**config.mk**
```make
export PLATFORM = sky130hd
export DESIGN_NAME = control_unit_seq_flat
export DESIGN_NICKNAME = d
export VERILOG_FILES = /design/src/rtl/control_unit_seq_pkg.sv /design/src/rtl/control_unit_seq_if.sv /design/src/rtl/control_unit_seq_ffs_lsb.sv /design/src/rtl/control_unit_seq.sv /design/src/flat_wrapper.sv
export SDC_FILE = /design/constraint.sdc
export NUM_CORES = 1
export LEC_CHECK = 0
export CORE_ASPECT_RATIO = 1.5
export CORE_MARGIN = 2
export CORE_UTILIZATION = 28
export CTS_CLUSTER_SIZE = 40
export DETAILED_ROUTE_END_ITERATION = 16
export GPL_ROUTABILITY_DRIVEN = 0
export GPL_TIMING_DRIVEN = 0
export PLACE_DENSITY = 0.59
export SLEW_MARGIN = 15
export SYNTH_ARGS = -nofsm -noshare
export SYNTH_HDL_FRONTEND = slang
export SYNTH_SLANG_ARGS = --single-unit
```
**constraint.sdc**
```tcl
create_clock -name clk -period 2.8 [get_ports clk]
set_clock_uncertainty 0.1 [all_clocks]
set_input_delay 0.28 -clock clk [delete_from_list [all_inputs] [get_ports clk]]
set_output_delay 0.28 -clock clk [all_outputs]
set_load 0.01 [all_outputs]
```
**src/rtl/control_unit_seq_pkg.sv**
```systemverilog
// Shared encodings for the registered ID-stage control unit: instruction
// modes, data-processing opcodes, EXE_CMD codes, sequencer states and the
// packed control word that sits in the ID/EXE output register.
package arm_ctrl_pkg;

  localparam int NUM_REGS   = 16;
  localparam int WORD_BYTES = 4;

  localparam logic [1:0] MODE_DP  = 2'b00;
  localparam logic [1:0] MODE_MEM = 2'b01;
  localparam logic [1:0] MODE_BR  = 2'b10;
  localparam logic [1:0] MODE_UND = 2'b11;

  localparam logic [3:0] OP_AND = 4'b0000;
  localparam logic [3:0] OP_EOR = 4'b0001;
  localparam logic [3:0] OP_SUB = 4'b0010;
  localparam logic [3:0] OP_ADD = 4'b0100;
  localparam logic [3:0] OP_ADC = 4'b0101;
  localparam logic [3:0] OP_SBC = 4'b0110;
  localparam logic [3:0] OP_TST = 4'b1000;
  localparam logic [3:0] OP_CMP = 4'b1010;
  localparam logic [3:0] OP_ORR = 4'b1100;
  localparam logic [3:0] OP_MOV = 4'b1101;
  localparam logic [3:0] OP_MVN = 4'b1111;

  localparam logic [3:0] EXE_NOP = 4'b0000;
  localparam logic [3:0] EXE_MOV = 4'b0001;
  localparam logic [3:0] EXE_ADD = 4'b0010;
  localparam logic [3:0] EXE_ADC = 4'b0011;
  localparam logic [3:0] EXE_SUB = 4'b0100;
  localparam logic [3:0] EXE_SBC = 4'b0101;
  localparam logic [3:0] EXE_AND = 4'b0110;
  localparam logic [3:0] EXE_ORR = 4'b0111;
  localparam logic [3:0] EXE_EOR = 4'b1000;
  localparam logic [3:0] EXE_MVN = 4'b1001;

  typedef enum logic {
    ST_IDLE = 1'b0,
    ST_SEQ  = 1'b1
  } state_e;

  // Everything in the output register except the parameter-width index/offset.
  typedef struct packed {
    logic [3:0] exe_cmd;
    logic       mem_r_en;
    logic       mem_w_en;
    logic       wb_en;
    logic       b_out;
    logic       s_out;
    logic       uop_valid;
    logic       uop_last;
    logic       illegal;
  } ctrl_t;

  localparam ctrl_t CTRL_BUBBLE = ctrl_t'(12'h000);

  // ALU command for a data-processing opcode; unlisted opcodes behave as MOV.
  function automatic logic [3:0] dp_exe_cmd(input logic [3:0] op);
    logic [3:0] cmd;
    case (op)
      OP_MOV:  cmd = EXE_MOV;
      OP_MVN:  cmd = EXE_MVN;
      OP_ADD:  cmd = EXE_ADD;
      OP_ADC:  cmd = EXE_ADC;
      OP_SUB:  cmd = EXE_SUB;
      OP_SBC:  cmd = EXE_SBC;
      OP_AND:  cmd = EXE_AND;
      OP_ORR:  cmd = EXE_ORR;
      OP_EOR:  cmd = EXE_EOR;
      OP_CMP:  cmd = EXE_SUB;
      OP_TST:  cmd = EXE_AND;
      default: cmd = EXE_MOV;
    endcase
    return cmd;
  endfunction

endpackage

```
**src/rtl/control_unit_seq_if.sv**
```systemverilog
// Decode-side bundle between the IF/ID register, the control unit and EXE.
// master = the upstream driver of decode inputs, slave = the control unit.
interface control_unit_seq_if
  import arm_ctrl_pkg::*;
#(
  parameter int NUM_REGS_P   = NUM_REGS,
  parameter int WORD_BYTES_P = WORD_BYTES,
  parameter int REG_IDX_W    = $clog2(NUM_REGS_P),
  parameter int OFFSET_W     = REG_IDX_W + $clog2(WORD_BYTES_P) + 1
);
  logic                  in_valid;
  logic                  stall_in;
  logic                  flush;
  logic [1:0]            mode;
  logic [3:0]            op_code;
  logic                  s_in;
  logic                  blk_xfer;
  logic                  up_in;
  logic [NUM_REGS_P-1:0] reg_list;

  logic [3:0]            exe_cmd;
  logic                  mem_r_en;
  logic                  mem_w_en;
  logic                  wb_en;
  logic                  b_out;
  logic                  s_out;
  logic                  uop_valid;
  logic [REG_IDX_W-1:0]  uop_reg;
  logic [OFFSET_W-1:0]   uop_offset;
  logic                  uop_last;
  logic                  illegal;
  logic                  busy;

  modport master (
    output in_valid, stall_in, flush, mode, op_code, s_in, blk_xfer, up_in, reg_list,
    input  exe_cmd, mem_r_en, mem_w_en, wb_en, b_out, s_out,
           uop_valid, uop_reg, uop_offset, uop_last, illegal, busy
  );

  modport slave (
    input  in_valid, stall_in, flush, mode, op_code, s_in, blk_xfer, up_in, reg_list,
    output exe_cmd, mem_r_en, mem_w_en, wb_en, b_out, s_out,
           uop_valid, uop_reg, uop_offset, uop_last, illegal, busy
  );
endinterface

```
**src/rtl/control_unit_seq_ffs_lsb.sv**
```systemverilog
// Combinational find-lowest-set-bit: index of the least significant 1 in
// vec_i and a flag telling whether any bit was set at all.
module ffs_lsb #(
  parameter int N     = 16,
  parameter int IDX_W = $clog2(N)
) (
  input  logic [N-1:0]     vec_i,
  output logic [IDX_W-1:0] idx_o,
  output logic             found_o
);

  // Scan from the top down so the lowest set bit is the last one written.
  always_comb begin
    idx_o   = '0;
    found_o = 1'b0;
    for (int i = N - 1; i >= 0; i--) begin
      if (vec_i[i]) begin
        idx_o   = IDX_W'(i);
        found_o = 1'b1;
      end else begin
        found_o = found_o;
      end
    end
  end

endmodule

```
**src/rtl/control_unit_seq.sv**
```systemverilog
// Registered ID-stage control unit. Single-uop instructions are decoded and
// registered in one cycle; LDM/STM are expanded by a small sequencer into one
// micro-op per listed register, walking the mask lowest-bit first while an
// accumulator tracks the byte offset from the base register.
module control_unit_seq
  import arm_ctrl_pkg::*;
#(
  parameter int NUM_REGS_P   = NUM_REGS,
  parameter int WORD_BYTES_P = WORD_BYTES
) (
  input logic               clk,
  input logic               rst,
  control_unit_seq_if.slave bus
);

  localparam int REG_IDX_W = $clog2(NUM_REGS_P);
  localparam int OFFSET_W  = REG_IDX_W + $clog2(WORD_BYTES_P) + 1;
  localparam logic signed [OFFSET_W-1:0] STRIDE = OFFSET_W'(WORD_BYTES_P);

  state_e                       state_q, state_d;
  logic [NUM_REGS_P-1:0]        mask_q, mask_d;
  logic                         l_q, l_d;
  logic                         up_q, up_d;
  logic signed [OFFSET_W-1:0]   offset_q, offset_d;
  ctrl_t                        ctrl_q, ctrl_d;
  logic [REG_IDX_W-1:0]         uop_reg_q, uop_reg_d;
  logic [OFFSET_W-1:0]          uop_offset_q, uop_offset_d;

  logic [NUM_REGS_P-1:0]        scan_s;
  logic [NUM_REGS_P-1:0]        remain_s;
  logic [REG_IDX_W-1:0]         lsb_idx_s;
  logic                         lsb_found_s;
  logic signed [OFFSET_W-1:0]   next_off_s;

  // In SEQ the pending mask is walked; in IDLE a fresh register list is examined.
  assign scan_s = (state_q == ST_SEQ) ? mask_q : bus.reg_list;

  ffs_lsb #(.N(NUM_REGS_P), .IDX_W(REG_IDX_W)) u_ffs (
    .vec_i   (scan_s),
    .idx_o   (lsb_idx_s),
    .found_o (lsb_found_s)
  );

  // Next-state, sequencer bookkeeping and decoded output word.
  always_comb begin
    state_d      = state_q;
    mask_d       = mask_q;
    l_d          = l_q;
    up_d         = up_q;
    offset_d     = offset_q;
    ctrl_d       = ctrl_q;
    uop_reg_d    = uop_reg_q;
    uop_offset_d = uop_offset_q;
    remain_s     = scan_s;
    remain_s[lsb_idx_s] = 1'b0;
    next_off_s   = up_q ? (offset_q + STRIDE) : (offset_q - STRIDE);

    if (bus.flush) begin
      ctrl_d       = CTRL_BUBBLE;
      uop_reg_d    = '0;
      uop_offset_d = '0;
      state_d      = ST_IDLE;
      mask_d       = '0;
      offset_d     = '0;
    end else if (bus.stall_in) begin
      // Hazard stall: every register keeps its value (defaults above).
      state_d = state_q;
    end else begin
      ctrl_d       = CTRL_BUBBLE;
      uop_reg_d    = '0;
      uop_offset_d = '0;
      case (state_q)
        ST_IDLE: begin
          if (bus.in_valid) begin
            case (bus.mode)
              MODE_DP: begin
                ctrl_d.exe_cmd   = dp_exe_cmd(bus.op_code);
                ctrl_d.s_out     = bus.s_in;
                ctrl_d.wb_en     = !((bus.op_code == OP_CMP) || (bus.op_code == OP_TST));
                ctrl_d.uop_valid = 1'b1;
                ctrl_d.uop_last  = 1'b1;
              end
              MODE_MEM: begin
                ctrl_d.exe_cmd   = EXE_ADD;
                ctrl_d.mem_r_en  = bus.s_in;
                ctrl_d.wb_en     = bus.s_in;
                ctrl_d.mem_w_en  = !bus.s_in;
                ctrl_d.uop_valid = 1'b1;
                ctrl_d.uop_last  = 1'b1;
              end
              MODE_BR: begin
                if (!bus.blk_xfer) begin
                  ctrl_d.b_out     = 1'b1;
                  ctrl_d.uop_valid = 1'b1;
                  ctrl_d.uop_last  = 1'b1;
                end else if (lsb_found_s) begin
                  ctrl_d.exe_cmd   = EXE_ADD;
                  ctrl_d.mem_r_en  = bus.s_in;
                  ctrl_d.wb_en     = bus.s_in;
                  ctrl_d.mem_w_en  = !bus.s_in;
                  ctrl_d.uop_valid = 1'b1;
                  uop_reg_d        = lsb_idx_s;
                  l_d              = bus.s_in;
                  up_d             = bus.up_in;
                  offset_d         = '0;
                  mask_d           = remain_s;
                  if (remain_s != '0) begin
                    state_d = ST_SEQ;
                  end else begin
                    ctrl_d.uop_last = 1'b1;
                  end
                end else begin
                  // Empty register list decodes to a bubble.
                  ctrl_d = CTRL_BUBBLE;
                end
              end
              MODE_UND: ctrl_d.illegal = 1'b1;
              default:  ctrl_d = CTRL_BUBBLE;
            endcase
          end else begin
            ctrl_d = CTRL_BUBBLE;
          end
        end
        ST_SEQ: begin
          ctrl_d.exe_cmd   = EXE_ADD;
          ctrl_d.mem_r_en  = l_q;
          ctrl_d.wb_en     = l_q;
          ctrl_d.mem_w_en  = !l_q;
          ctrl_d.uop_valid = 1'b1;
          uop_reg_d        = lsb_idx_s;
          uop_offset_d     = next_off_s;
          offset_d         = next_off_s;
          mask_d           = remain_s;
          if (remain_s == '0) begin
            ctrl_d.uop_last = 1'b1;
            state_d         = ST_IDLE;
          end else begin
            state_d = ST_SEQ;
          end
        end
        default: state_d = ST_IDLE;
      endcase
    end
  end

  // ID/EXE pipeline register and sequencer state.
  always_ff @(posedge clk or posedge rst) begin
    if (rst) begin
      state_q      <= ST_IDLE;
      mask_q       <= '0;
      l_q          <= 1'b0;
      up_q         <= 1'b0;
      offset_q     <= '0;
      ctrl_q       <= CTRL_BUBBLE;
      uop_reg_q    <= '0;
      uop_offset_q <= '0;
    end else begin
      state_q      <= state_d;
      mask_q       <= mask_d;
      l_q          <= l_d;
      up_q         <= up_d;
      offset_q     <= offset_d;
      ctrl_q       <= ctrl_d;
      uop_reg_q    <= uop_reg_d;
      uop_offset_q <= uop_offset_d;
    end
  end

  assign bus.exe_cmd    = ctrl_q.exe_cmd;
  assign bus.mem_r_en   = ctrl_q.mem_r_en;
  assign bus.mem_w_en   = ctrl_q.mem_w_en;
  assign bus.wb_en      = ctrl_q.wb_en;
  assign bus.b_out      = ctrl_q.b_out;
  assign bus.s_out      = ctrl_q.s_out;
  assign bus.uop_valid  = ctrl_q.uop_valid;
  assign bus.uop_last   = ctrl_q.uop_last;
  assign bus.illegal    = ctrl_q.illegal;
  assign bus.uop_reg    = uop_reg_q;
  assign bus.uop_offset = uop_offset_q;
  assign bus.busy       = (state_q == ST_SEQ);

endmodule

```
**src/flat_wrapper.sv**
```systemverilog
// flat-port wrapper written by rule: the top's interface ports become plain ports
module control_unit_seq_flat import arm_ctrl_pkg::*;
#(
  parameter int NUM_REGS_P   = NUM_REGS,
  parameter int WORD_BYTES_P = WORD_BYTES
)
  (clk, rst, bus_in_valid, bus_stall_in, bus_flush, bus_mode, bus_op_code, bus_s_in, bus_blk_xfer, bus_up_in, bus_reg_list, bus_exe_cmd, bus_mem_r_en, bus_mem_w_en, bus_wb_en, bus_b_out, bus_s_out, bus_uop_valid, bus_uop_reg, bus_uop_offset, bus_uop_last, bus_illegal, bus_busy);
  control_unit_seq_if #(.NUM_REGS_P(NUM_REGS_P), .WORD_BYTES_P(WORD_BYTES_P)) bus_i ();
  input logic clk;
  input logic rst;
  input wire logic [$bits(bus_i.in_valid)-1:0] bus_in_valid;
  input wire logic [$bits(bus_i.stall_in)-1:0] bus_stall_in;
  input wire logic [$bits(bus_i.flush)-1:0] bus_flush;
  input wire logic [$bits(bus_i.mode)-1:0] bus_mode;
  input wire logic [$bits(bus_i.op_code)-1:0] bus_op_code;
  input wire logic [$bits(bus_i.s_in)-1:0] bus_s_in;
  input wire logic [$bits(bus_i.blk_xfer)-1:0] bus_blk_xfer;
  input wire logic [$bits(bus_i.up_in)-1:0] bus_up_in;
  input wire logic [$bits(bus_i.reg_list)-1:0] bus_reg_list;
  output wire logic [$bits(bus_i.exe_cmd)-1:0] bus_exe_cmd;
  output wire logic [$bits(bus_i.mem_r_en)-1:0] bus_mem_r_en;
  output wire logic [$bits(bus_i.mem_w_en)-1:0] bus_mem_w_en;
  output wire logic [$bits(bus_i.wb_en)-1:0] bus_wb_en;
  output wire logic [$bits(bus_i.b_out)-1:0] bus_b_out;
  output wire logic [$bits(bus_i.s_out)-1:0] bus_s_out;
  output wire logic [$bits(bus_i.uop_valid)-1:0] bus_uop_valid;
  output wire logic [$bits(bus_i.uop_reg)-1:0] bus_uop_reg;
  output wire logic [$bits(bus_i.uop_offset)-1:0] bus_uop_offset;
  output wire logic [$bits(bus_i.uop_last)-1:0] bus_uop_last;
  output wire logic [$bits(bus_i.illegal)-1:0] bus_illegal;
  output wire logic [$bits(bus_i.busy)-1:0] bus_busy;
  assign bus_i.in_valid = bus_in_valid;
  assign bus_i.stall_in = bus_stall_in;
  assign bus_i.flush = bus_flush;
  assign bus_i.mode = bus_mode;
  assign bus_i.op_code = bus_op_code;
  assign bus_i.s_in = bus_s_in;
  assign bus_i.blk_xfer = bus_blk_xfer;
  assign bus_i.up_in = bus_up_in;
  assign bus_i.reg_list = bus_reg_list;
  assign bus_exe_cmd = bus_i.exe_cmd;
  assign bus_mem_r_en = bus_i.mem_r_en;
  assign bus_mem_w_en = bus_i.mem_w_en;
  assign bus_wb_en = bus_i.wb_en;
  assign bus_b_out = bus_i.b_out;
  assign bus_s_out = bus_i.s_out;
  assign bus_uop_valid = bus_i.uop_valid;
  assign bus_uop_reg = bus_i.uop_reg;
  assign bus_uop_offset = bus_i.uop_offset;
  assign bus_uop_last = bus_i.uop_last;
  assign bus_illegal = bus_i.illegal;
  assign bus_busy = bus_i.busy;
  control_unit_seq #(.NUM_REGS_P(NUM_REGS_P), .WORD_BYTES_P(WORD_BYTES_P)) u_core (.clk(clk), .rst(rst), .bus(bus_i));
endmodule
```
Word-level counts from Yosys, hierarchy flattened
Memories as Yosys holds them, arrays and structs flattened. Index checks and enable logic that the tools add are counted.

Bits in registers: 49. Memory bits (read-only): 64. Bits of input ports: 30. Output and inout port bits: 24. Word-level logic and storage cells: 137. Memories: 1.

Add/subtract/negate cells: 2. Magnitude comparators: 2. Equality and inequality tests: 10. Muxes and demuxes: 90. Bitwise logic cells: 5. Reductions and logical operators: 11.

Memories: (name not given) (depth 16, width 4, rd ports 1, clocked after Yosys merged registers in 0, write ports 0, RTL line control_unit_seq_pkg.sv:60) `case (op)`.

Operator list (count): $mux W16 (7); $mux W4 (22); $mux W7 (11); $mux W12 (3); $mux W1 (32); $pmux W16 S2 (1); $pmux W7 S2 (2); $and A16 B16 Y16 (1); $logic_not A16 Y1 (1); $not A16 Y16 (1); $reduce_bool A16 Y1 (1); $pmux W2 S2 (3); $pmux W4 S3 (1); $ne A3 B3 Y1 const B (3); $eq A4 B4 Y1 const B (2); $pmux W4 S2 (1); $add A7 B4 Y7 const B (1); $reduce_and A7 Y1 (1); $sub A7 B4 Y7 const B (1); $mux W2 (3); $lt A4 B5 Y1 const B (1); $mux W5 (1); $reduce_and A5 Y1 (1); $demux W1 S4 (1); other kinds (13) (18).

Logic depth before layout (Yosys ltp)
Depth in word-level cells: 32. Depth in mapped cells: 11. Gate-level depth less buffers: 9.

Hierarchy
From an unflattened synthesis, not the netlist that was laid out.

Cells, all modules: 358. Area total of the unflattened synthesis: 3074.2 um2.

Modules (own cells, without submodules): control_unit_seq (times used 1, cells an instance 325, area an instance 2895.3 um2, seq. area each 1226.2 um2); ffs_lsb (times used 1, cells an instance 33, area an instance 178.9 um2, seq. area each 0.0 um2).

Worst setup path after synthesis
Ideal clock, no wire load.

Path type: reg-to-reg. Start: register u_core.state_q, in the netlist u_core.bus.busy. End: register u_core.mask_q[6]. Data arrival time: 2.317 ns. Slack: 0.261 ns. Cell stages (with the launch flop): 9. Buffers on the path: 2. Cell sequence: dfrtp_1 -> buf_4 -> or3_1 -> a2bb2o_2 -> o41a_1 -> a21o_1 -> and2_1 -> buf_2 -> a32o_1.

Cells in the longest elaborated chain, start to end: 30.

RTL lines: start, declared (RTL line control_unit_seq.sv:20) `state_e state_q, state_d;`; start signal, assigned (RTL line control_unit_seq.sv:158) `state_q <= state_d;`; $mux W16 (RTL line control_unit_seq.sv:36) `assign scan_s = (state_q == ST_SEQ) ? mask_q : bus.reg_list;`; $mux W4 (16 in a row) (RTL line control_unit_seq_ffs_lsb.sv:17) `if (vec_i[i]) begin`; $lt A4 B5 Y1 (not written as such) or $ge A4 B1 Y1 (tied branches) (RTL line control_unit_seq.sv:55) `remain_s[lsb_idx_s] = 1'b0;`; $logic_and A1 B1 Y1 (not written as such) (RTL line control_unit_seq.sv:55); $mux W1 (not written as such) (RTL line control_unit_seq.sv:55); $demux W1 S4; $not A16 Y16 (no line); $and A16 B16 Y16 (no line); $mux W16 (RTL line control_unit_seq.sv:96) `end else if (lsb_found_s) begin`; $mux W16 (RTL line control_unit_seq.sv:92) `if (!bus.blk_xfer) begin`; $mux W16 (RTL line control_unit_seq.sv:75) `case (bus.mode)`; $mux W16 (RTL line control_unit_seq.sv:74) `if (bus.in_valid) begin`; $pmux W16 S2 (RTL line control_unit_seq.sv:72) `case (state_q)`; $mux W16 (RTL line control_unit_seq.sv:65) `end else if (bus.stall_in) begin`; $mux W16 (RTL line control_unit_seq.sv:58) `if (bus.flush) begin`; end signal, assigned (RTL line control_unit_seq.sv:159) `mask_q <= mask_d;`; end, declared (RTL line control_unit_seq.sv:21) `logic [NUM_REGS_P-1:0] mask_q, mask_d;`.

Several ways; a longest one is shown, not always the timed one. The select of a mux whose other input is x is not followed. A chain may end at the register's enable or synchronous reset.

Worst setup path in the final report
Start: register u_core.state_q, in the netlist u_core.bus.busy. End: register u_core.mask_q[8].

The elaborated chain is that of the path after synthesis.

==> metrics.yaml <==
ctsLongestPathBuffers: 2
min_path_type: "in -> async"
cp-start-kind: "register"
path_clk_slew_ps: 80
remaining_drc_errors: 0
syn2layout_area_growth_pct: 35.8
ir_drop_v: 0.000220
end_kind: "register"
io-pin-count: 54
cts_buffers: 5
ys_types: 60
path_max_fanout: 10
use_met3: 0.0205
most-common-layout-cells: "clkdlybuf4s50_1 (51), dfrtp_1 (49), nand2_1 (34)"
core-area_mm2: 0.0114
cp_top_family: "compound AO/OA/AOI/OAI gates"
rows: 48
intPower_mw: 1.32
cpMaxStageDelayCell: "dfrtp_1"
grt.busiest_layer: "met2"
status: "finished, violations left"
required_ps: 2900
clock_sinks: 49
switching_power_mw: 0.660
max_cap_violations: 0
slew_headroom: 0.663
syn_inst: 365
grt_pass1_wl_um: 16800
drive_gt1_frac: 0.189
dpl-instance-area_mm2: 0.00397
syn_nets: 404
die_w_um: 92.0
path_common_cell: "buf_6"
period_share: 1.00
dr.pass1.iters: 5
hpwl_um: 7640
whs_ps: 163
cp_cell_sequence: "buf_6 > buf_8 > nor2_2 > a222oi_1 > buf_4 > o311a_1 > buf_6 > o31ai_4 > nor2b_4 > nand2_1 > a32o_2"
finalInstanceArea_mm2: 0.00442
cts_max_level: 2
met1_usage: 0.189
grt_max_degree: 36
final-setup-viol-count: 2
final_util: 0.387
top_register: "u_core.mask_q"
antenna_cells: 0
clock_latency_ps: 310
worst_slack_ps: -10.8
seqPwrFrac: 0.385
crit_arrival_ps: 2910
rsz0062_at_grt: "yes"
combPwrFrac: 0.283
vias: 3259
final_nets: 473
num-fill-cells: 1180
min_period_ps: 2810
r2r-start: "u_core.bus.busy"
finalNonFillerCells: 585
antenna_found_initial: 0
async_flop_share: 1.00
grt_overflow_total: 0
routed_via_density: 5.57
drtIter0Drc: 243
yosys_warnings: 0
routedWlPerCell_um: 17.8
die_area_mm2: 0.0125
final_common_cell: "clkdlybuf4s50_1"
io_buffers: 51
syn-cell-area_mm2: 0.00326
die_h_um: 136
drv_slew: 0
grt_pass1_vias: 3351
cts_tree: "built"
synth_edf_count: 0
yosysSeqAreaShare: 0.377
avgSynthCellArea_um2: 8.92
r2r_end: "u_core.mask_q[8]"
critical_path_buf_inv_count: 4
use_met2: 0.302
path_class: "reg -> reg"
drt_wl_total_um: 10400
fin_tns_setup_ps: -16.7
cts_hold_buffers: 0
ff2ff_path_depth: 11
power_density_mw_per_mm2: 449
p_leak_nw: 1.92
hold_viol_final: 0
largest_register_ffs: 16
violations: "negative setup slack"
ant_nets: 0
synth_ff_type: "dfrtp_1"
cts_root_buffer: "clkbuf_16"
clockPowerShare: 0.333
place_inst: 567
crit_path_max_incr_delay_ps: 430
ff2ff_setup_slack_ps: -10
start_util: 0.285
p_sw_frac: 0.333
ys_ff_latch: 49
grt.total_usage: 0.169
worst_pin_slew_ps: 506
clock.fmax_ghz: 0.356
==> metal layers <==
metal / wire [um] / share of wire
met5: 0 / 0
met4: 500 / 0.048
met3: 572 / 0.055
met2: 5290 / 0.51
met1: 4030 / 0.39
==> logic make-up (layout without fill, tap and decap cells) <==
family | after synthesis | count (layout) | share of synthesized area
AO/OA/AOI/OAI | 117 | 117 | 0.264
buffers and inverters | 33 | 103 | 0.0469
XOR/XNOR | 5 | 5 | 0.0135
flip-flops | 49 | 49 | 0.377
multiplexers | 15 | 15 | 0.0503
AND/OR/NAND/NOR | 137 | 137 | 0.212
adder cells (fa/ha/maj) | 9 | 9 | 0.0369
==> cells in the mapped netlist (3+ instances only) <==
cell / n / share of area
o21ai_0: 15 / 0.023
dfrtp_1: 49 / 0.38
a22o_1: 8 / 0.022
nor2_1: 33 / 0.038
clkbuf_1: 7 / 0.0081
a221oi_1: 3 / 0.0081
a21o_1: 8 / 0.018
o41ai_1: 3 / 0.0081
nand2b_1: 6 / 0.012
or3_1: 6 / 0.012
and2_1: 5 / 0.0096
buf_2: 5 / 0.0077
mux2_2: 11 / 0.038
a31o_2: 3 / 0.0081
ha_1: 8 / 0.031
a32o_1: 10 / 0.031
inv_1: 16 / 0.018
nand2_1: 35 / 0.040
xnor2_1: 4 / 0.011
or3b_2: 3 / 0.0081
o31ai_1: 7 / 0.016
a21oi_1: 25 / 0.038
nand3_1: 3 / 0.0046
and3_1: 3 / 0.0058
o21a_1: 4 / 0.0092
nor2b_1: 7 / 0.013
nor3b_1: 7 / 0.016
o22ai_1: 4 / 0.0077
mux2i_1: 4 / 0.012
a22oi_1: 5 / 0.012
nor3_1: 20 / 0.031
==> power by group through the flow <==
stage               clock [mW]  sequential, mW  combinational [mW]
finish                   0.660           0.763               0.561
global route             0.701           0.765               0.606
CTS                      0.680           0.762               0.515
detailed placement           0           0.774               0.479
global placement             0           0.773               0.474
floorplan                    0           0.770               0.306
==> worst max path at each step <==
stage | endpoint | cells after the start | start | slack [ps]
2_1_floorplan | u_core.mask_q[6] | 8 | u_core.bus.busy | 260
3_3_place_gp | u_core.mask_q[8] | 8 | u_core.bus.busy | -360
3_5_place_dp | u_core.mask_q[8] | 8 | u_core.bus.busy | -390
4_1_cts | u_core.bus.busy | 9 | u_core.bus.busy | 2
5_1_grt | u_core.bus.busy | 9 | u_core.bus.busy | -90
6_report | u_core.mask_q[8] | 11 | u_core.bus.busy | -10
==> repair_timing <==
action	CTS	global route
setup buffers	5	5
resized for setup	25	22
setup endpoints to repair	30	22
pin swaps	7	8
==> per-stage QoR <==
step	power [mW]	setup WS (ps)
after CTS	1.96	2.43
after detailed placement	1.25	-385
after global placement	1.25	-361
after floorplan	1.08	261
after global routing	2.07	-88.9
final	1.98	-10.8
==> layout make-up <==
cell class	instances	area (um^2)	area share
Tap cell	150	188	0.0425
Sequential cell	49	1230	0.277
Inverter	16	60.1	0.0136
Buffer	17	113	0.0255
Multi-Input combinational cell	283	2070	0.468
Clock buffer	5	125	0.0283
Clock inverter	3	28.8	0.00651
Timing Repair Buffer	62	609	0.138
Power figures use the tool's default switching activity.
